<file path="src/rtl/rgb_clamp_pack_pkg.sv">
// Shared types and helpers for the RGB clamp/pack stage.
package cte_pkg;

  localparam int unsigned IN_FRAC = 3;
  localparam int unsigned PIX_W   = 24;

  typedef struct packed {
    logic [7:0] r;
    logic [7:0] g;
    logic [7:0] b;
  } rgb8_t;

  typedef enum logic [1:0] {
    IDLE,
    SEND_R,
    SEND_G,
    SEND_B
  } ser_state_t;

  // Round half up and saturate a sign-extended fixed-point value to 8 bits.
  // The 32-bit working width covers IN_W+1 for any IN_W up to 31.
  function automatic logic [7:0] clamp_round(input logic signed [31:0] x);
    logic signed [31:0] y;
    y = (x + (32'sd1 <<< (IN_FRAC - 1))) >>> IN_FRAC;
    if (y < 32'sd0)
      clamp_round = 8'd0;
    else if (y > 32'sd255)
      clamp_round = 8'hFF;
    else
      clamp_round = y[7:0];
  endfunction

endpackage

</file>
<file path="src/rtl/rgb_clamp_pack_if.sv">
// Serial byte-stream handshake between the packer and its sink.
interface rgb_clamp_pack_if;
  logic [7:0] dout;
  logic       dout_valid;
  logic       dout_ready;
  logic       dout_first;

  modport master (output dout, output dout_valid, output dout_first, input dout_ready);
  modport slave  (input dout, input dout_valid, input dout_first, output dout_ready);
endinterface

</file>
<file path="src/rtl/rgb_clamp_pack_fifo.sv">
// Synchronous pixel FIFO; head word is read combinationally at mem[rptr].
module pix_fifo #(
  parameter int unsigned WIDTH = 24,
  parameter int unsigned DEPTH = 8
) (
  input  logic                     clk,
  input  logic                     rstn,
  input  logic                     push,
  input  logic                     pop,
  input  logic [WIDTH-1:0]         wdata,
  output logic [WIDTH-1:0]         rdata,
  output logic [$clog2(DEPTH):0]   level,
  output logic                     full,
  output logic                     empty
);
  localparam int unsigned AW = $clog2(DEPTH);

  logic [WIDTH-1:0] mem [DEPTH];
  logic [AW-1:0]    wptr;
  logic [AW-1:0]    rptr;

  // Storage, wrapping pointers and occupancy count.
  always_ff @(posedge clk or negedge rstn) begin
    if (!rstn) begin
      wptr  <= '0;
      rptr  <= '0;
      level <= '0;
      for (int unsigned i = 0; i < DEPTH; i++) mem[i] <= '0;
    end else begin
      if (push) begin
        mem[wptr] <= wdata;
        wptr      <= wptr + 1'b1;
      end
      if (pop) rptr <= rptr + 1'b1;
      case ({push, pop})
        2'b10:   level <= level + 1'b1;
        2'b01:   level <= level - 1'b1;
        default: level <= level;
      endcase
    end
  end

  assign rdata = mem[rptr];
  assign full  = (level == (AW + 1)'(DEPTH));
  assign empty = (level == '0);

endmodule

</file>
<file path="src/rtl/rgb_clamp_pack.sv">
// Clamp/round converter output to 8-bit RGB, buffer pixels, emit R,G,B bytes.
module rgb_clamp_pack
  import cte_pkg::*;
#(
  parameter int unsigned IN_W       = 13,
  parameter int unsigned FIFO_DEPTH = 8
) (
  input  logic                          clk,
  input  logic                          rstn,
  input  logic [IN_W-1:0]               R,
  input  logic [IN_W-1:0]               G,
  input  logic [IN_W-1:0]               B,
  input  logic                          sys_valid,
  input  logic                          clr_ovf,
  rgb_clamp_pack_if.master              stream,
  output logic [$clog2(FIFO_DEPTH):0]   fifo_level,
  output logic                          overflow
);

  logic signed [IN_W-1:0] r_s, g_s, b_s;
  rgb8_t                  s1_pix;
  logic                   s1_valid;
  rgb8_t                  cur;
  ser_state_t             state;
  logic [PIX_W-1:0]       head;
  logic                   full, empty;
  logic                   accept, pop, push, drop;

  assign r_s = R;
  assign g_s = G;
  assign b_s = B;

  // Stage 1: clamp register, never stalls.
  always_ff @(posedge clk or negedge rstn) begin
    if (!rstn) begin
      s1_valid <= 1'b0;
      s1_pix   <= '0;
    end else begin
      s1_valid <= sys_valid;
      if (sys_valid)
        s1_pix <= {clamp_round(32'(r_s)), clamp_round(32'(g_s)), clamp_round(32'(b_s))};
    end
  end

  // Handshake decode: pop when idle or when the last byte of a pixel leaves.
  always_comb begin
    accept = (state != IDLE) && stream.dout_ready;
    pop    = !empty && ((state == IDLE) || ((state == SEND_B) && accept));
    push   = s1_valid && (!full || pop);
    drop   = s1_valid && full && !pop;
  end

  pix_fifo #(
    .WIDTH (PIX_W),
    .DEPTH (FIFO_DEPTH)
  ) u_fifo (
    .clk   (clk),
    .rstn  (rstn),
    .push  (push),
    .pop   (pop),
    .wdata (s1_pix),
    .rdata (head),
    .level (fifo_level),
    .full  (full),
    .empty (empty)
  );

  // Serializer: load a pixel on pop, step through R, G, B on accept.
  always_ff @(posedge clk or negedge rstn) begin
    if (!rstn) begin
      state <= IDLE;
      cur   <= '0;
    end else begin
      if (pop) cur <= rgb8_t'(head);
      case (state)
        IDLE:    if (pop)    state <= SEND_R;
        SEND_R:  if (accept) state <= SEND_G;
        SEND_G:  if (accept) state <= SEND_B;
        SEND_B:  if (accept) state <= pop ? SEND_R : IDLE;
        default: state <= IDLE;
      endcase
    end
  end

  // Output byte is a pure decode of registered state, so it holds under stall.
  always_comb begin
    stream.dout_valid = (state != IDLE);
    stream.dout_first = (state == SEND_R);
    case (state)
      SEND_R:  stream.dout = cur.r;
      SEND_G:  stream.dout = cur.g;
      SEND_B:  stream.dout = cur.b;
      default: stream.dout = '0;
    endcase
  end

  // Sticky overflow; a drop on the same edge as a clear wins.
  always_ff @(posedge clk or negedge rstn) begin
    if (!rstn)        overflow <= 1'b0;
    else if (drop)    overflow <= 1'b1;
    else if (clr_ovf) overflow <= 1'b0;
  end

endmodule
</file>
<file path="src/flat_wrapper.sv">
// flat-port wrapper written by rule: the top's interface ports become plain ports
module rgb_clamp_pack_flat import cte_pkg::*;
#(
  parameter int unsigned IN_W       = 13,
  parameter int unsigned FIFO_DEPTH = 8
)
  (clk, rstn, R, G, B, sys_valid, clr_ovf, fifo_level, overflow, stream_dout, stream_dout_valid, stream_dout_first, stream_dout_ready);
  rgb_clamp_pack_if stream_i ();
  input  logic clk;
  input  logic rstn;
  input  logic [IN_W-1:0] R;
  input  logic [IN_W-1:0] G;
  input  logic [IN_W-1:0] B;
  input  logic sys_valid;
  input  logic clr_ovf;
  output logic [$clog2(FIFO_DEPTH):0] fifo_level;
  output logic overflow;
  output wire logic [$bits(stream_i.dout)-1:0] stream_dout;
  output wire logic [$bits(stream_i.dout_valid)-1:0] stream_dout_valid;
  output wire logic [$bits(stream_i.dout_first)-1:0] stream_dout_first;
  input wire logic [$bits(stream_i.dout_ready)-1:0] stream_dout_ready;
  assign stream_dout = stream_i.dout;
  assign stream_dout_valid = stream_i.dout_valid;
  assign stream_dout_first = stream_i.dout_first;
  assign stream_i.dout_ready = stream_dout_ready;
  rgb_clamp_pack #(.IN_W(IN_W), .FIFO_DEPTH(FIFO_DEPTH)) u_core (.clk(clk), .rstn(rstn), .R(R), .G(G), .B(B), .sys_valid(sys_valid), .clr_ovf(clr_ovf), .stream(stream_i), .fifo_level(fifo_level), .overflow(overflow));
endmodule
</file>
<file path="config.mk">
export PLATFORM = sky130hd
export DESIGN_NAME = rgb_clamp_pack_flat
export DESIGN_NICKNAME = d
export VERILOG_FILES = /design/src/rtl/rgb_clamp_pack_pkg.sv /design/src/rtl/rgb_clamp_pack_if.sv /design/src/rtl/rgb_clamp_pack_fifo.sv /design/src/rtl/rgb_clamp_pack.sv /design/src/flat_wrapper.sv
export SDC_FILE = /design/constraint.sdc
export NUM_CORES = 1
export LEC_CHECK = 0
export ABC_AREA = 1
export CORE_MARGIN = 3
export CORE_UTILIZATION = 40
export CTS_BUF_LIST = sky130_fd_sc_hd__clkbuf_16
export DETAILED_ROUTE_END_ITERATION = 7
export PLACE_DENSITY = 0.59
export SLEW_MARGIN = 10
export SYNTH_ARGS = -nofsm -noshare
export SYNTH_HDL_FRONTEND = slang
export SYNTH_HIERARCHICAL = 1
export SYNTH_SLANG_ARGS = --single-unit
</file>
<file path="constraint.sdc">
create_clock -name clk -period 2.6 [get_ports clk]
set_input_delay 0.26 -clock clk [delete_from_list [all_inputs] [get_ports clk]]
set_output_delay 0.26 -clock clk [all_outputs]
set_load 0.05 [all_outputs]
</file>
==> Word level (Yosys, flattened, before mapping) <==
Index checks and enable logic that the tools add are counted.
{ "classes": {"n_addsub": 7, "mul": 0, "n_div": 0, "n_lt_le_gt_ge": 9, "eq_ne": 10, "shifts": 0, "muxes": 22, "n_bitwise": 2, "n_reduce_logical": 18} }
{ "ops": {"columns": ["operator", "count"], "rows": [
  ["bitwise mux 192 bit", 1],
  ["binary-select mux 24 bit (select 3 bit)", 1],
  ["demux 24 bit (select 3 bit)", 1],
  ["two-way mux 24 bit", 3],
  ["two-way mux 8 bit", 6],
  ["adder 13 x 4 -> 14 bit, second input constant", 3],
  ["> comparator 11 x 9 -> 1 bit, second input constant", 3],
  ["< comparator 11 x 1 -> 1 bit, second input constant", 3],
  ["case mux 8 bit (3 select lines)", 1],
  [">= comparator 4 bit, second input constant", 2],
  ["two-way mux 2 bit", 4],
  ["inequality test 2 x 1 -> 1 bit, second input constant", 4],
  ["inverter 3 -> 4 bit", 2],
  ["case mux 2 bit (4 select lines)", 1],
  ["case mux 4 bit (2 select lines)", 1],
  ["logical AND 1 bit", 7],
  ["adder 3 x 1 -> 3 bit, second input constant", 2],
  ["== test 2 bit, second input constant", 3],
  ["nonzero test 2 bit", 3],
  ["adder 4 x 1 -> 4 bit, second input constant", 1],
  ["== test 2 x 1 -> 1 bit, second input constant", 2],
  ["== test 4 bit, second input constant", 1],
  ["zero test 4 bit", 1],
  ["< comparator 4 x 1 -> 1 bit, second input constant", 1],
  ["other kinds (6)", 11]
]} }
{ "totals": {"ff_bits": 254, "latchBits": 0, "ramBits": 0, "romBits": 0, "inputBits": 44, "out_inout_bits": 15, "wordCells": 88, "memories": 0} }

==> Logic depth before layout (Yosys ltp) <==
Gate-level depths: netlist of the first run.
{ "logic_depth": {"ltp_word": 9, "depth_mapped": 16, "ltp_nobuf": 16} }

==> Modules after synthesis <==
Netlist of the first run, hierarchy kept.
{ "modules_own_cells": {"columns": ["mod", "n_inst", "cells_each", "area_each_um2", "seq_area_each_um2"], "rows": [
  ["pix_fifo", 1, 1068, 9137.5, 5054.8],
  ["rgb_clamp_pack", 1, 413, 3045.4, 1301.2]
]} }

==> Worst setup path before layout of the first run <==
Ideal clock, no wire load.
{ "synth_path": {"path_type": "register -> register", "startpoint": "register u_core.u_fifo.level[0]", "endpoint": "register u_core.u_fifo.level[2]", "setup_ns": 0.082, "t_arrival_ns": 2.932, "slack_ns": -0.414, "stages_incl_launch_ff": 15, "n_path_buf": 0, "period_less_slack_ns": 3.014, "path_cell_list": "dfrtp_1 > or2_2 > nor3_1 > a21oi_4 > inv_2 > a21boi_0 > inv_2 > ha_1 > nand2_1 > inv_1 > nor2_1 > ha_1 > a21oi_1 > or2_2 > a31oi_1"} }
{ "synth_via": {"elab_chain_len": 7, "word_cells_on_any_way": 13} }
{ "synth_rtl": {"columns": ["item", "line_no", "text"], "rows": [
  ["from (decl)", "rgb_clamp_pack_fifo.sv:12", "output logic [$clog2(DEPTH):0] level,"],
  ["from (signal assigned)", "rgb_clamp_pack_fifo.sv:36", "2'b10: level <= level + 1'b1;"],
  ["from (signal assigned)", "rgb_clamp_pack_fifo.sv:37", "2'b01: level <= level - 1'b1;"],
  ["from (signal assigned)", "rgb_clamp_pack_fifo.sv:38", "default: level <= level;"],
  ["zero test 4 bit *", "rgb_clamp_pack_fifo.sv:45", "assign empty = (level == '0);"],
  ["via u_core.empty", "rgb_clamp_pack.sv:26", "logic full, empty;"],
  ["zero test 1 bit *", "rgb_clamp_pack.sv:48", "pop = !empty && ((state == IDLE) || ((state == SEND_B) && accept));"],
  ["logical AND 1 bit *", "rgb_clamp_pack.sv:48", null],
  ["logical OR 1 bit *", "rgb_clamp_pack.sv:49", "push = s1_valid && (!full || pop);"],
  ["logical AND 1 bit *", "rgb_clamp_pack.sv:49", null],
  ["via u_core.push", "rgb_clamp_pack.sv:27", "logic accept, pop, push, drop;"],
  ["== test 2 x 1 -> 1 bit / == test 2 bit (equally long branches)", "rgb_clamp_pack_fifo.sv:35", "case ({push, pop})"],
  ["case mux 4 bit (2 select lines) / nonzero test 2 bit (equally long branches)", null, null]
]} }
The timed path passes the listed nets; every way through them passes the cells marked *.
A chain may end at the register's enable or synchronous reset.

==> Worst setup path after layout of the first run <==
{ "layout_path": {"startpoint": "register u_core.state[0]", "endpoint": "output stream_dout[6]"} }
{ "layout_via": {"elab_chain_len": 2, "word_cells_on_any_way": 4} }
{ "layout_rtl": {"columns": ["item", "line_no", "text"], "rows": [
  ["from (decl)", "rgb_clamp_pack.sv:24", "ser_state_t state;"],
  ["from (signal assigned)", "rgb_clamp_pack.sv:79", "SEND_B: if (accept) state <= pop ? SEND_R : IDLE;"],
  ["== test 2 bit / == test 2 x 1 -> 1 bit (equally long branches)", "rgb_clamp_pack.sv:89", "case (state)"],
  ["case mux 8 bit (3 select lines) *", "rgb_clamp_pack.sv:89", null],
  ["to (decl)", "flat_wrapper.sv:18", "output wire logic [$bits(stream_i.dout)-1:0] stream_dout;"]
]} }
Every way passes the cells marked *; elsewhere a longest branch is shown, timed or not.

==> results of run 1 <==
cells in the mapped netlist, types with 9 or more instances:
master	n
dfrtp_1	254
o21ai_0	205
nand2_1	483
ha_1	12
inv_1	56
buf_4	13
xor2_1	15
o21ai_2	12
clkbuf_1	39
xnor2_1	9
o21ai_1	63
o22ai_1	48
buf_6	18
nor2_1	139
nand3_1	27
buf_2	11
a21oi_1	25
report_power, final:
| part | total (uW) | internal (uW) | switching, uW |
|---|---|---|---|
| registers | 6430 | 5570 | 867 |
| logic | 7200 | 2480 | 4720 |
| clock network | 3930 | 2390 | 1540 |
state kept, by name (all words and copies together), names as in the netlist:
| name | cells |
|---|---|
| u_core/s1_valid | 1 |
| u_core/cur | 24 |
| u_core/state | 2 |
| u_core/s1_pix | 24 |
| u_core/u_fifo/rptr | 3 |
| u_core/u_fifo/wptr | 3 |
| u_core/u_fifo/level | 4 |
| u_core/overflow | 1 |
| u_core/u_fifo/mem | 192 |
kinds of logic after synthesis:
logic type	share of synthesized area
compound gates	0.161
flops	0.522
simple gates	0.224
fa+ha+maj	0.0123
xor+xnor	0.0186
buf+inv	0.0621
repair_timing:
item	4_1_cts	5_1_grt
gates resized for setup	4	6
endpoints found under the hold margin	69	0
pin swaps	0	0
endpoints found under the setup margin	4	3
hold buffers	1	0
cell type report:
type	instances	area, um^2
Fill cell	2987	15800
Sequential cell	254	6360
Timing Repair Buffer	83	876
Tap cell	390	488
Clock inverter	21	190
Clock buffer	29	726
Multi-Input combinational cell	1078	5100
Inverter	63	236
path summary, 6_finish.rpt:
check                                       startpoint                     end  slack [ns]  cells past startpoint
worst max-delay path                   u_core/state[0]          stream_dout[6]        0.15                      7
min in group clk                               clr_ovf         u_core/overflow        0.31                      2
worst min-delay path                              rstn  u_core/u_fifo/level[3]        0.31                      2
max in group asynchronous                         rstn  u_core/u_fifo/mem[140]        1.53                      3
worst min register to register           u_core/cur[1]           u_core/cur[1]        0.47                      2
worst max register to register  u_core/u_fifo/level[1]  u_core/u_fifo/mem[163]        0.23                     11
worst max-delay path: cells and delay by family, from the launching register on:
| family | cells | cell delay [ns] |
|---|---|---|
| flip-flops | 1 | 0.42 |
| buffers and inverters | 3 | 0.63 |
| AND/OR/NAND/NOR | 3 | 0.26 |
| adder cells (fa/ha/maj) | 1 | 0.35 |
layout by cell type (no fill, tap or decap), drive strengths merged:
master         instances
a21oi                 29
clkdlybuf4s15          1
xnor2                  9
o21ai                280
dlygate4sd2            2
a22o                   1
nor2                 146
clkbuf                30
o21bai                 1
nor3                   7
bufinv                 4
a21boi                 1
dlygate4sd3            1
o22ai                 48
nand2                491
inv                   70
clkinv                10
xor2                  16
ha                    12
dfrtp                254
clkdlybuf4s50         41
nand3b                 1
or2                    2
a31oi                  1
buf                   37
nand3                 33
through the flow:
stage	total power (uW)	cell area (um^2)	utilization	instances	hold slack, ns
2_1_floorplan	11500	12200	-	1481	-0.0356
3_3_place_gp	13600	13100	0.438	1867	0.289
3_5_place_dp	13700	13100	0.438	1867	0.297
4_1_cts	17700	14000	0.469	1918	0.292
5_1_grt	19000	14000	0.469	1918	0.303
6_report	17600	14000	0.469	1918	0.305
metal layers:
metal	GRT usage	up-vias	wire, um
met5	0	-	0
met4	0.0341	0	345
met3	0.0216	29	1690
met2	0.289	227	13200
met1	0.283	4610	14900
li1	-	4896	-
==> results by group, run 1 <==
Synth
  • Synth area leaders: dfrtp_1 52%, nand2_1 15%, o21ai_0 8.4%, nor2_1 4.3%, o21ai_1 2.6%
  • Number of synthesized flops with an enable pin: 0
  • Yosys warns: 6
  • Mapped Area: 12200 um^2
  • Async set-reset flop share out of synthesis: 1.00
  • Area leader, netlist: dfrtp_1
  • Yosys cell types: 36
  • Avg Inst Size Synth: 8.23 um^2
  • Sequential fraction of the synthesis area: 0.522
  • Yosys top cell area share: 0.522
  • #FFs+latches synth: 254
  • Mapped Cells: 1481
  • Synthesized Nets: 1537
  • Ys flop type: dfrtp_1

CTS
  • H-tree Lvls: 1
  • Clock sinks: 254
  • CTS Buf Count: 28
  • Postcts setup bufs: 0
  • Clock root cell: clkbuf_16
  • Clock transition at the registers of the reported paths: 0.06 ns
  • CTS Buffer Depth: 3
  • CTS tree: done
  • Clock Latency Late Sink: 0.54 ns

Setup path
  • Worst path cell trace: inv_1 > ha_1 > nand2_1 > nand3_1 > nand2_1 > inv_1 > clkdlybuf4s15_1
  • Crit-path max cell delay: 0.48 ns
  • CP Data Required Time: 2.34 ns
  • CP startpoint kind: flip-flop
  • Slowest-stage cell, CP: clkdlybuf4s15_1
  • CP endpoint kind: primary output
  • CP Max Fanout: 9
  • Crit path arrival time: 2.19 ns
  • CP Class: reg2out

Placed design
  • DP HPWL: 17700 um
  • Gpl congestion: 0.764
  • Place WS: 0.170 ns
  • Port buffer count: 52

Floorplan
  • Initial core utilization: 0.409
  • Die height: 181 um
  • Row count: 63
  • Boundary Pins: 59
  • Die Wd: 181 um
  • Core area: 29800 um^2
  • Die area: 32600 um^2

Timing
  • Final Hold Vio Count: 0
  • Skew final: 0.00933 ns
  • Setup TNS: 0 ns
  • Tcrit/Tclk final: 0.941
  • Highest Clock Rate: 0.409 GHz
  • Fin. max-slew vios: 0
  • Relative slew margins: 0.583
  • Tmin final: 2.45 ns
  • Measured slew at the worst slew-check pin: 0.625 ns
  • Final worst setup slack: 0.152 ns
  • RSZ-0062 raised after global routing: false
  • Final setup viols: 0

Drt
  • Vias: 9762
  • Via-to-Cell Ratio: 5.09
  • Wire per inst: 15.7 um
  • DRT Pass-1 Iters: 7
  • DRT iter0 DRCs: 801
  • Total wire length: 30200 um
  • Remaining DRCs: 0
  • Antenna violation net count after detailed routing: 0

Pwr
  • Leakage: 0.00661 uW
  • Pwr dens: 1260 nW/um^2
  • Worst IR Drop VDD: 695 uV

Global routing
  • Total GRT Usage: 0.185
  • Remaining Overflow, GRT: 0
  • Number of global-route vias before repair: 9289
  • First-pass GRT wire length: 49700 um
  • Initial antenna violation count: 0
  • Largest net degree at the start of global routing: 99

Layout
  • Ant. Diodes: 0
  • Layout cells sized above 1: 0.0897
  • # nets final: 1564
  • Area growth syn-to-layout: 14.7%

Worst hold path
  • Hold Crit Class: in2async

Status
  • Outcome: complete, no violations

Job
  • Max_cap viols: 0
(Power assumes the default switching activity.)
==> run 2: changes to the inputs <==
Settings changed: CORE_UTILIZATION 40 to 55, GPL_ROUTABILITY_DRIVEN set to 0, PLACE_DENSITY 0.59 to 0.77.
==> run 2 against run 1 <==
Via count rose by 2.9%; sequential power rose by 0.8%; clock skew rose by 0.0066 ns; core utilization rose by 17 points; highest routed layer unchanged; largest power group unchanged; largest cell class unchanged; clock power fell by 12%; design area fell by 2.5%; die area fell by 26%; hold slack got worse by 0.17 ns.
==> results by group, run 2 (synthesis gave the netlist of run 1 again) <==
Setup path
  • CP endpoint kind: primary output
  • Worst path cell trace: inv_2 > ha_1 > nand2_1 > nand3_1 > nand2_1 > inv_1 > dlygate4sd2_1
  • CP Max Fanout: 9 (unchanged)
  • CP Class: reg2out
  • Worst path top cell family by delay: buffers and inverters
  • CP Data Required Time: 2.34 ns (about the same)
  • FF-to-FF Start: u_core/u_fifo/level[1]
  • Worst Path Buf+Inv: 3 (unchanged)
  • Crit path top cell by count: nand2_1
  • Slowest-stage cell, CP: dlygate4sd2_1
  • CP Launch Point: u_core/state[0]
  • CP startpoint kind: flip-flop
  • Crit-path max cell delay: 0.51 ns (+0.03 ns)
  • Crit path depth: 7 (unchanged)
  • Crit path arrival time: 2.21 ns (+0.02 ns)
  • Worst R2R Path Depth: 13 (+2)

Timing
  • Tcrit/Tclk final: 0.950 (+0.00823)
  • Measured slew at the worst slew-check pin: 0.777 ns (+0.152 ns)
  • Relative slew margins: 0.481 (-0.102)
  • Final Hold Vio Count: 0 (unchanged)
  • Final setup viols: 0 (unchanged)
  • RSZ-0062 raised after global routing: false
  • Setup TNS: 0 ns (unchanged)
  • Highest Clock Rate: 0.405 GHz (-0.87%)
  • Fin. max-slew vios: 0 (unchanged)
  • Skew final: 0.0159 ns (+0.00656 ns)
  • Tmin final: 2.47 ns (+0.0214 ns)
  • Hold_ws: 0.136 ns (-0.169 ns)

Drt
  • Vias: 10.0k (+2.9%)
  • Remaining DRCs: 0 (unchanged)
  • Via-to-Cell Ratio: 5.59 (+9.8%)
  • Wire per inst: 16.1 um (+2.3%)
  • Antenna violation net count after detailed routing: 0 (unchanged)
  • DRT iter0 DRCs: 815 (+1.7%)
  • DRT Pass-1 Iters: 6 (-1)
  • Total wire length: 28900 um (-4.1%)

Pwr
  • Pwr dens: 1250 nW/um^2 (-0.73%)
  • Worst IR Drop VDD: 586 uV (-16%)
  • Leakage: 0.00649 uW (-1.8%)

CTS
  • Clock transition at the registers of the reported paths: 0.06 ns (about the same)
  • CTS Buffer Depth: 3 (unchanged)
  • H-tree Lvls: 1 (unchanged)
  • CTS tree: done
  • Clock root cell: clkbuf_16
  • CTS Buf Count: 26 (-7.1%)
  • Clock sinks: 254 (unchanged)
  • Clock Latency Late Sink: 0.53 ns (about the same)

Placed design
  • Port buffer count: 52 (unchanged)
  • DP HPWL: 17000 um (-4.0%)

Global routing
  • Total GRT Usage: 0.242 (+0.0561)
  • Initial antenna violation count: 0 (unchanged)
  • Number of global-route vias before repair: 9573 (+3.1%)
  • First-pass GRT wire length: 47500 um (-4.4%)
  • Largest net degree at the start of global routing: 99 (unchanged)
  • Remaining Overflow, GRT: 0 (unchanged)

Floorplan
  • Die Wd: 155 um (-14%)
  • Boundary Pins: 59 (unchanged)
  • Die height: 155 um (-14%)
  • Die area: 24000 um^2 (-26%)
  • Core area: 21400 um^2 (-28%)
  • Initial core utilization: 0.569 (+0.160)
  • Row count: 53 (-16%)

Layout
  • Multi-input gate area: 5100 um^2 (about the same)
  • Post-layout util: 0.636 (+0.167)
  • Filler Cell Count: 1837 (-39%)
  • Area growth syn-to-layout: 11.8%
  • # nets final: 1559 (-0.32%)
  • Max reg flops: 192 (unchanged)
  • Most frequent cells in the layout: 483 x nand2_1, 248 x dfrtp_1, 205 x o21ai_0, 138 x nor2_1, 63 x o21ai_1
  • Most common cell after layout, fill and taps aside: nand2_1
  • Largest Register: u_core/u_fifo/mem
  • Storage element area: 6360 um^2 (about the same)
  • Layout cells sized above 1: 0.0855 (-0.00419)
  • Largest registers: u_core/u_fifo/mem (192), u_core/cur (24), u_core/s1_pix (24)

Status
  • Outcome: complete, no violations

Job
  • Max_cap viols: 0 (unchanged)

Worst hold path
  • Hold Crit Class: in2async
## run 2: metal layers
layer	routed length, um	global-route usage
met5	0	0
met4	567	0.0685
met3	2150	0.0355
met2	13600	0.401
met1	12600	0.334
## run 2: area by class of cell
type,count,share of cell area
Clock buffer,27,0.0496
Inverter,63,0.0174
Antenna cell,1,0.000184
Clock inverter,19,0.00808
Timing Repair Buffer,80,0.0581
Sequential cell,254,0.467
Tap cell,275,0.0253
Multi-Input combinational cell,1078,0.374
## run 2: where the power goes
part	internal [uW]	total (uW)	switching, uW
Combinational	2410	7070	4660
Clock	1960	3440	1480
Sequential	5570	6480	913
## run 2: worst paths after layout
path                                           to  slack, ns
setup / recovery                   stream_dout[1]       0.13
hold / removal             u_core/u_fifo/level[2]       0.14
setup reg to reg           u_core/u_fifo/level[2]       0.17
hold reg to reg                    u_core/cur[21]       0.47
max in group asynchronous   u_core/u_fifo/rptr[0]       1.75
min in group clk                  u_core/overflow       0.29
## run 2: what timing repair did
action | CTS | global route
setup buffers | 0 | 0
hold buffers | 1 | 0
gates resized for setup | 9 | 22
setup endpoints to repair | 9 | 15
hold endpoints to repair | 254 | 0
## run 2: through the flow
step / instance area (um^2) / total power [uW] / setup slack, ns / std cells
global route: 13600 / 18300 / 0.00694 / 1796
floorplan: 12200 / 11500 / 0.0863 / 1481
global placement: 12800 / 13300 / 0.173 / 1749
finish: 13600 / 17000 / 0.131 / 1797
CTS: 13600 / 17000 / 0.000655 / 1796
detailed placement: 12800 / 13500 / 0.114 / 1749
==> RTL edit: new RTL, settings of run 2 <==
`IN_W` is set to 13 in 2 places; all go to 11.
--- a/src/rtl/rgb_clamp_pack.sv
+++ b/src/rtl/rgb_clamp_pack.sv
@@ -2,7 +2,7 @@
 module rgb_clamp_pack
   import cte_pkg::*;
 #(
-  parameter int unsigned IN_W       = 13,
+  parameter int unsigned IN_W       = 11,
   parameter int unsigned FIFO_DEPTH = 8
 ) (
   input  logic                          clk,
--- a/src/flat_wrapper.sv
+++ b/src/flat_wrapper.sv
@@ -1,7 +1,7 @@
 // flat-port wrapper written by rule: the top's interface ports become plain ports
 module rgb_clamp_pack_flat import cte_pkg::*;
 #(
-  parameter int unsigned IN_W       = 13,
+  parameter int unsigned IN_W       = 11,
   parameter int unsigned FIFO_DEPTH = 8
 )
   (clk, rstn, R, G, B, sys_valid, clr_ovf, fifo_level, overflow, stream_dout, stream_dout_valid, stream_dout_first, stream_dout_ready);
Ports: changed (resized B, G and R); port bits go from 59 to 53. No check against the original RTL was run, so the function may have changed too.
==> RTL edit against run 2 <==
- critical path depth grew 8
- utilization shrank 0.28 points
- sequential cell count is the same
- synthesized cell count shrank 0.88%
- sequential power grew 1%
- wire length shrank 1.8%
- non-clock buffer count shrank 4
- clock skew shrank 0.0075 ns
- clock power grew 8.4%
- setup slack gained 0.058 ns
- final area shrank 1.4%
- total power grew 2.0%
- synthesized area shrank 1.8%
==> RTL edit: results (changes against run 2) <==
| Metric | Value |
|---|---|
| Dominant synthesized flop cell | `dfrtp_1` |
| Clk slew on worst S/H paths | `0.06 ns (about the same)` |
| Clock Power | `3.73 mW (+8.4%)` |
| HP Class | `input port to asynchronous set/reset pin` |
| Placed cell area | `0.0125 mm² (-2.3%)` |
| Share of layout cells above drive strength 1 | `7.39% (-1.2 points)` |
| Cell Count Post-Placement | `1729 (-1.1%)` |
| Mean area per synthesized cell | `8.15 µm² (-0.98%)` |
| NetSw | `7.02 mW (-0.54%)` |
| Clk_lat worst skew | `between 0.5 and 0.6 ns` |
| Dpl hpwl | `16.9 mm (-0.34%)` |
| Final instance count without filler cells | `1778 (-1.1%)` |
| Buffers on Ports | `46 (-12%)` |
| Largest net degree at the start of global routing | `78 (-21%)` |
| Seq/Total Area, Yosys | `53.2% (+0.98 points)` |
| Initial antenna violation count | `0 (unchanged)` |
| Worst Path Arrival | `2.85 ns (+0.64 ns)` |
| Vias in the first global route | `9476 (-1.0%)` |
| Filler cells | `1849 (+0.65%)` |
| Mapped Nets | `1518 (-1.2%)` |
| Status | `completed` |
| Fin Clk Skew | `0.00836 ns (-0.00752 ns)` |
| Cell Int Power | `10.3 mW (+3.7%)` |
| Yosys warnings | `6 (unchanged)` |
| Synth cell count leaders | `476 x nand2_1, 254 x dfrtp_1, 205 x o21ai_0, 146 x nor2_1, 68 x inv_1` |
| H-tree lvl count | `1 (unchanged)` |
| Crit-path slowest cell | `dfrtp_1` |
| Routed via count | `9937 (-1.1%)` |
| Top power group | `combinational cells` |
| Pre-CTS WS | `0.124 ns (+0.00983 ns)` |
| Multi-input logic area | `0.00479 mm² (-6.0%)` |
| Nets | `1533 (-1.7%)` |
| Max VDD drop | `0.559 mV (-4.6%)` |
| # diodes | `0 (-1)` |
| Leakage Power | `6.54 nW (+0.86%)` |
| Num CTS Buffers | `26 (unchanged)` |
| Post-synthesis cell type count | `30 (-17%)` |
| Root buf cell | `clkbuf_16` |
| Crit path largest cell delay | `0.43 ns (-0.08 ns)` |
| Gr usage total | `24.4% (+0.27 points)` |
| Post-CTS setup buffers | `0 (unchanged)` |
| Async set-reset flop share out of synthesis | `100% (unchanged)` |
| DR WL/cell | `16.0 µm (-0.72%)` |
| Synth top area cells | `dfrtp_1 53%, nand2_1 15%, o21ai_0 8.6%` |
| DR iter-0 viols | `905 (+11%)` |
| Max reg flops | `192 (unchanged)` |
| Combinational power | `about 7.0 mW` |
| Crit-path max FO | `5 (-4)` |
| First-pass DRT Iterations | `6 (unchanged)` |
| First-pass GRT wire length | `47.7 mm (+0.47%)` |
| Worst Setup SP | `u_core/state[0]` |
| Slew of the pin with the lowest slew margin | `0.657 ns (-0.120 ns)` |
==> RTL edit: path summary, 6_finish.rpt <==
| check | to | depth (start not counted) | slack, ns |
|---|---|---|---|
| worst max-delay path | u_core/u_fifo/level[2] | 15 | 0.19 |
| worst min-delay path | u_core/u_fifo/level[3] | 2 | 0.31 |
| worst max register to register | u_core/u_fifo/level[2] | 15 | 0.19 |
| min in group clk | u_core/overflow | 2 | 0.31 |
| max in group asynchronous | u_core/u_fifo/mem[24] | 3 | 1.49 |
| worst min register to register | u_core/cur[18] | 2 | 0.47 |
==> RTL edit: timing repair <==
| item | in CTS | in global routing |
|---|---|---|
| hold endpoints to repair | 72 | 0 |
| resized for setup | 1 | 4 |
| pin swaps | 0 | 0 |
| hold buffers | 1 | 0 |
| endpoints found under the setup margin | 1 | 3 |
==> RTL edit: area by class of cell <==
type	instances	share of cell area (%)
well taps	275	2.56
clock inverters	21	1.42
repair buffers	76	5.89
multi-input cells	1051	35.7
flip-flops and latches	254	47.4
inverters	74	2.07
clock buffers	27	5.03
==> RTL edit: worst max-delay path, delay by kind of cell, from the launching register on <==
kind                     cells  cell delay (ns)
flip-flops                   1             0.43
AO/OA/AOI/OAI                4             0.50
adder cells (fa/ha/maj)      3             0.56
buffers and inverters        5             0.34
AND/OR/NAND/NOR              3             0.49
==> RTL edit: layer usage <==
metal / vias to the layer above / routed length [µm] / GRT usage [%]
met5: - / 0 / 0
met3: 32 / 2210 / 3.34
met2: 367 / 13500 / 40.4
li1: 4812 / - / -
met4: 0 / 371 / 5.76
met1: 4726 / 12300 / 34.7
==> RTL edit: logic make-up after synthesis <==
family | synth area share (%)
compound gates | 15.6
xor+xnor | 0.732
fa+ha+maj | 1.26
buf+inv | 6.97
flops | 53.2
simple gates | 22.3
